[src/rtl/uart_pkg.sv]
// Shared UART definitions: FSM states, oversampling constants and bit-level helpers.
// Used by both the receiver and the transmitter.
package uart_pkg;

    typedef enum logic [2:0] {
        ST_IDLE   = 3'd0,
        ST_START  = 3'd1,
        ST_DATA   = 3'd2,
        ST_PARITY = 3'd3,
        ST_STOP   = 3'd4,
        ST_BREAK  = 3'd5
    } uart_state_e;

    localparam int         UART_OVERSAMPLE = 16;
    localparam logic [3:0] SAMPLE_A        = 4'd7;
    localparam logic [3:0] SAMPLE_B        = 4'd8;
    localparam logic [3:0] SAMPLE_C        = 4'd9;
    localparam logic [3:0] SCNT_LAST       = 4'd15;

    function automatic logic majority3(input logic [2:0] v);
        return (v[0] & v[1]) | (v[0] & v[2]) | (v[1] & v[2]);
    endfunction

    function automatic logic even_parity(input logic [7:0] d);
        return ^d;
    endfunction

endpackage

[src/rtl/uart_baud_tick.sv]
// Fractional-accumulator tick generator: one-clk tick at TICK_RATE on average from CLK_FREQ.
module uart_baud_tick #(
    parameter int CLK_FREQ  = 27_000_000,
    parameter int TICK_RATE = 115200 * 16
) (
    input  logic clk,
    input  logic I_rst,
    input  logic clear,
    output logic tick
);

    localparam logic [32:0] INC   = 33'(TICK_RATE);
    localparam logic [32:0] LIMIT = 33'(CLK_FREQ);

    logic [31:0] acc_r;
    logic [32:0] sum_s;
    logic        tick_r;

    always_comb begin
        sum_s = {1'b0, acc_r} + INC;
    end

    // Accumulate; on overflow past CLK_FREQ keep the remainder so the long-run rate is exact.
    always_ff @(posedge clk) begin
        if (I_rst || clear) begin
            acc_r  <= 32'd0;
            tick_r <= 1'b0;
        end else if (sum_s >= LIMIT) begin
            acc_r  <= 32'(sum_s - LIMIT);
            tick_r <= 1'b1;
        end else begin
            acc_r  <= sum_s[31:0];
            tick_r <= 1'b0;
        end
    end

    assign tick = tick_r;

endmodule

[src/rtl/uart_rx_core.sv]
// 16x-oversampled UART receiver with valid/ready delivery and error pulses.
// Define UART_RX_PARITY_EN for 8E1 frames (adds PARITY state); default is 8N1.
module uart_rx_core
    import uart_pkg::*;
#(
    parameter int CLK_FREQ   = 27_000_000,
    parameter int BAUD       = 115200,
    parameter int OVERSAMPLE = 16
) (
    input  logic       clk,
    input  logic       I_rst,
    input  logic       I_rx,
    output logic [7:0] O_data,
    output logic       O_valid,
    input  logic       I_ready,
    output logic       O_frame_err,
    output logic       O_parity_err,
    output logic       O_overrun,
    output logic       O_busy
);

    uart_state_e state_r, state_s;
    logic        rx_meta_r, rx_s;
    logic [3:0]  scnt_r;
    logic [1:0]  samp_r;
    logic [2:0]  bit_idx_r;
    logic [7:0]  shift_r;
    logic        par_err_r;
    logic        tick_s, acc_clear_s, maj_s, stop_eval_s;
    logic        deliver_s, frame_s, perr_s;

    uart_baud_tick #(
        .CLK_FREQ  (CLK_FREQ),
        .TICK_RATE (BAUD * OVERSAMPLE)
    ) u_baud_tick (
        .clk   (clk),
        .I_rst (I_rst),
        .clear (acc_clear_s),
        .tick  (tick_s)
    );

    // Two-flop synchronizer, idle-high through reset.
    always_ff @(posedge clk) begin
        if (I_rst) begin
            rx_meta_r <= 1'b1;
            rx_s      <= 1'b1;
        end else begin
            rx_meta_r <= I_rx;
            rx_s      <= rx_meta_r;
        end
    end

    // Next-state logic; the third vote is taken live on the scnt==9 tick.
    always_comb begin
        state_s     = state_r;
        acc_clear_s = 1'b0;
        maj_s       = majority3({rx_s, samp_r});
        stop_eval_s = (state_r == ST_STOP) && tick_s && (scnt_r == SAMPLE_C);
        case (state_r)
            ST_IDLE: begin
                if (!rx_s) begin
                    state_s     = ST_START;
                    acc_clear_s = 1'b1;
                end else begin
                    state_s = ST_IDLE;
                end
            end
            ST_START: begin
                if (tick_s && (scnt_r == SAMPLE_C) && maj_s) begin
                    state_s = ST_IDLE;
                end else if (tick_s && (scnt_r == SCNT_LAST)) begin
                    state_s = ST_DATA;
                end else begin
                    state_s = ST_START;
                end
            end
            ST_DATA: begin
                if (tick_s && (scnt_r == SCNT_LAST) && (bit_idx_r == 3'd7)) begin
`ifdef UART_RX_PARITY_EN
                    state_s = ST_PARITY;
`else
                    state_s = ST_STOP;
`endif
                end else begin
                    state_s = ST_DATA;
                end
            end
`ifdef UART_RX_PARITY_EN
            ST_PARITY: begin
                if (tick_s && (scnt_r == SCNT_LAST)) begin
                    state_s = ST_STOP;
                end else begin
                    state_s = ST_PARITY;
                end
            end
`endif
            ST_STOP: begin
                if (stop_eval_s) begin
                    state_s = maj_s ? ST_IDLE : ST_BREAK;
                end else begin
                    state_s = ST_STOP;
                end
            end
            ST_BREAK: begin
                if (rx_s) begin
                    state_s = ST_IDLE;
                end else begin
                    state_s = ST_BREAK;
                end
            end
            default: state_s = ST_IDLE;
        endcase
    end

    assign frame_s   = stop_eval_s && !maj_s;
    assign perr_s    = stop_eval_s && maj_s && par_err_r;
    assign deliver_s = stop_eval_s && maj_s && !par_err_r;

    // State register.
    always_ff @(posedge clk) begin
        if (I_rst) begin
            state_r <= ST_IDLE;
        end else begin
            state_r <= state_s;
        end
    end

    // Sample counter and the first two majority votes of each bit.
    always_ff @(posedge clk) begin
        if (I_rst) begin
            scnt_r <= 4'd0;
            samp_r <= 2'b00;
        end else begin
            if (acc_clear_s) begin
                scnt_r <= 4'd0;
            end else if (tick_s) begin
                scnt_r <= scnt_r + 4'd1;
            end
            if (tick_s && (scnt_r == SAMPLE_A)) begin
                samp_r[0] <= rx_s;
            end
            if (tick_s && (scnt_r == SAMPLE_B)) begin
                samp_r[1] <= rx_s;
            end
        end
    end

    // LSB-first data shift register and bit index.
    always_ff @(posedge clk) begin
        if (I_rst) begin
            shift_r   <= 8'd0;
            bit_idx_r <= 3'd0;
        end else begin
            if (state_r == ST_START) begin
                bit_idx_r <= 3'd0;
            end else if ((state_r == ST_DATA) && tick_s && (scnt_r == SCNT_LAST)) begin
                bit_idx_r <= bit_idx_r + 3'd1;
            end
            if ((state_r == ST_DATA) && tick_s && (scnt_r == SAMPLE_C)) begin
                shift_r <= {maj_s, shift_r[7:1]};
            end
        end
    end

`ifdef UART_RX_PARITY_EN
    // Even-parity mismatch, held until the stop bit decides the frame.
    always_ff @(posedge clk) begin
        if (I_rst) begin
            par_err_r <= 1'b0;
        end else if (state_r == ST_START) begin
            par_err_r <= 1'b0;
        end else if ((state_r == ST_PARITY) && tick_s && (scnt_r == SAMPLE_C)) begin
            par_err_r <= maj_s ^ even_parity(shift_r);
        end
    end
`else
    assign par_err_r = 1'b0;
`endif

    // Delivery handshake and one-clk error pulses (frame > parity > overrun).
    always_ff @(posedge clk) begin
        if (I_rst) begin
            O_data       <= 8'd0;
            O_valid      <= 1'b0;
            O_frame_err  <= 1'b0;
            O_parity_err <= 1'b0;
            O_overrun    <= 1'b0;
            O_busy       <= 1'b0;
        end else begin
            O_frame_err  <= frame_s;
            O_parity_err <= perr_s;
            O_overrun    <= deliver_s && O_valid && !I_ready;
            O_busy       <= (state_s != ST_IDLE);
            if (deliver_s && (!O_valid || I_ready)) begin
                O_data  <= shift_r;
                O_valid <= 1'b1;
            end else if (O_valid && I_ready) begin
                O_valid <= 1'b0;
            end
        end
    end

endmodule

[config.mk]
export PLATFORM = sky130hd
export DESIGN_NAME = uart_rx_core
export DESIGN_NICKNAME = d
export VERILOG_FILES = /design/src/rtl/uart_pkg.sv /design/src/rtl/uart_baud_tick.sv /design/src/rtl/uart_rx_core.sv
export SDC_FILE = /design/constraint.sdc
export NUM_CORES = 1
export LEC_CHECK = 0
export BUFFER_PORTS_ARGS = -buffer_cell sky130_fd_sc_hd__buf_2
export CORE_MARGIN = 2
export CORE_UTILIZATION = 61
export DETAILED_ROUTE_END_ITERATION = 8
export GPL_ROUTABILITY_DRIVEN = 0
export PLACE_DENSITY = 0.79
export RECOVER_POWER = 100
export SYNTH_ARGS = -nofsm -noshare
export SYNTH_HDL_FRONTEND = slang
export SYNTH_SLANG_ARGS = --single-unit
[constraint.sdc]
create_clock -name clk -period 3.25 [get_ports clk]
set_input_delay 0.325 -clock clk [delete_from_list [all_inputs] [get_ports clk]]
set_output_delay 0.325 -clock clk [all_outputs]
set_load 0.05 [all_outputs]
==> impl_metrics.csv <==
group,metric,value,unit
floorplan,die_y,79.1,um
synthesis,yosysUniqueCellTypes,58,
synthesis,synth.area.top_cells,"dfxtp_1, nor2_1, mux2i_1, xnor2_1, xor2_1",
synthesis,ys.flop_type,"dfxtp_1",
critical_path,required,3440,ps
critical_path,cp.arrival,3150,ps
synthesis,synthArstFlopShare,0,%
cts,cts.path.max_buffers,2,
cells_and_area,layout_commonest_cell,"nor2_1",
pwr,p_leak,1.48,nW
cts,ctsHoldBuffers,0,
placement,port_buffers,15,
sta,relSlewSlack,30.3,%
cells_and_area,final_cell_mix,"nor2_1, dfxtp_1, nand2_1, mux2i_1, xnor2_1",
drt,drc,0,
drt,vias,2913,
sta,setup_viol,0,
global_routing,grt_usage,23.7,%
critical_path,worstReg2RegStart,"u_baud_tick.acc_r[13]",
sta,finalCritPeriodShare,90.9,%
pwr,power-per-cell-area,782,nW/um^2
cts,clkLatencyLatePin,350,ps
floorplan,num_io_pins,17,
critical_path,cp-end-kind,"flip-flop",
sta,tightest_slew,1050,ps
synthesis,syn_area,3440,um^2
drt,final_antenna_net_count,0,
critical_path,crit_path_start_kind,"flip-flop",
sta,slew_viol_final,0,
hold_path,min_path_type,"primary input to flip-flop",
floorplan,start_util,62.9,%
synthesis,syn-mean-instance-area,8.30,um^2
pwr,peakVddDrop,0.564,mV
synthesis,yosysWarnings,0,
sta,fin_ws,296,ps
global_routing,grt_max_degree,27,
floorplan,core,5470,um^2
synthesis,synth_edf_count,0,
sta,rsz0062_at_grt,"false",
cells_and_area,fin_nets,432,
cts,cts_tree,"built",
drt,drt_wl_total,6850,um
cts,cts_buffers,9,
synthesis,synth_cells,415,
critical_path,cp_max_fo,24,
pwr,power.total,0.00289,W
drt,first_pass_iters,4,
sta,period_needed,2950,ps
job,max_cap_viol_count,0,
global_routing,antenna_found_initial,0,
floorplan,die_area,6260,um^2
cts,cts.sinks,61,
drt,viasPerCell,5.86,
placement,place_hpwl,4830,um
floorplan,rows,27,
critical_path,critPathKind,"flip-flop to flip-flop",
drt,detail_route.iter0.violations,158,
drt,wire_per_inst,13.8,um
synthesis,ys_seq_area_share,35.5,%
cts,post_cts_buffers,0,
status,outcome,"completed",
sta,fin_worst_skew,12.1,ps
sta,tns,0,ps
global_routing,grt_pass1_vias,2722,
sta,hold_viol_final,0,
cts,htree_levels,3,
synthesis,yosys.area.top_type_share,35.5,%
synthesis,synth_nets,427,
cells_and_area,drive_gt1_share,9.18,%
critical_path,critPathLaunch,"u_baud_tick.acc_r[13]",
hold_path,hp-start,"I_rx",
cells_and_area,antenna_cells,0,
global_routing,gr-total-overflow,0,
placement,pre_cts_ws,268,ps
cells_and_area,final_util,67.6,%
cells_and_area,fill_cells,486,
cts,clockRootBuffer,"clkbuf_8",
cells_and_area,synthToLayoutAreaGrowth,7.41,%
synthesis,yosys.area.top_type,"dfxtp_1",
cts,clkTransAtPathRegs,70,ps
global_routing,grt_pass1_wl,11900,um
floorplan,die_x,79.1,um
synthesis,synth-seq-cells,61,
sta,fmax,339,MHz
==> repair_timing <==
| action | 4_1_cts | 5_1_grt |
|---|---|---|
| endpoints found under the hold margin | 0 | 0 |
| resized for setup | 0 | 1 |
| endpoints found under the setup margin | 0 | 2 |
==> power breakdown <==
group	switching, W	internal (W)	leakage (nW)	total (W)
Combinational	0.000668	0.000515	0.886	0.00118
Clock	0.000324	0.000356	0.0996	0.000680
Sequential	0.000167	0.000861	0.497	0.00103
Total	0.00116	0.00173	1.48	0.00289
==> per-stage QoR <==
step                instances  hold slack, ps  area, um^2
global placement          481             407        3520
CTS                       497             160        3720
finish                    497             173        3700
detailed placement        481             395        3520
global route              497             159        3700
floorplan                 415             389        3440
==> synthesized netlist by cell type (all sizes together), types with 2 or more instances <==
master and n:
nand2b 5, nand4 12, buf 10, a21boi 2, nor4bb 2, nand3b 3, or3 7, a211oi 4
ha 8, a32oi 2, o21bai 2, o211ai 3, dfxtp 61, o221a 2, and3 7, or2 4
nand2 37, o22ai 3, nor3b 5, nand3 18, xor2 16, a21o 4, a21oi 19, and4b 2
inv 8, nand4b 3, clkbuf 14, a22o 3, mux2i 21, and2 2, nor3 12, nor2 66
xnor2 20, o21ai 12, and4 3
==> per-layer routing <==
layer,wire length (um),global-route usage (%)
met5,0,0
met4,82,8.79
met3,371,7.27
met2,3240,40.1
met1,3160,28.4
==> critical path, stage by stage (launching register included) <==
cell and delay [ps]:
dfxtp_1 450, ha_2 350, nand4_1 270, a211oi_1 390, xor2_1 170, a211oi_2 230
and4_4 290, o21ai_2 140, buf_12 190, nand4_1 110, xor2_1 140, nor2_1 50
==> cell families (layout without fill, tap and decap cells) <==
family | count (synthesis) | after routing | synth area share, %
and+or+nand+nor | 191 | 191 | 28.6
AOI/OAI and AO/OA | 64 | 64 | 12.9
DFF | 61 | 61 | 35.5
xor gates and xnor gates | 36 | 36 | 9.16
buffers and inverters | 32 | 42 | 4.51
muxes | 21 | 21 | 6.10
adders and majority gates | 9 | 9 | 3.20
other | 1 | 1 | 0.109
==> sequential cells by signal, summed over array words and instances, names as in the netlist, 2 cells and up <==
signal / flops
samp_r: 2
state_r: 3
bit_idx_r: 3
shift_r: 8
scnt_r: 4
u_baud_tick.acc_r: 26
O_data: 8
==> area by class of cell <==
class / instances / area, um^2 / share of cell area [%]
clock buffers: 9 / 124 / 3.35
clock inverters: 7 / 73.8 / 2.00
inverters: 8 / 30.0 / 0.812
multi-input cells: 322 / 2070 / 56.0
flip-flops and latches: 61 / 1220 / 33.0
well taps: 72 / 90.1 / 2.44
repair buffers: 18 / 90.1 / 2.44
==> path summary, 6_finish.rpt <==
path | to | slack [ps] | cells past startpoint
worst max-delay path | u_baud_tick.acc_r[12] | 300 | 11
worst min-delay path | rx_meta_r | 170 | 2
worst max register to register | u_baud_tick.acc_r[12] | 300 | 11
worst min register to register | rx_s | 410 | 1
No activity file was read; power rests on OpenSTA's default activity.
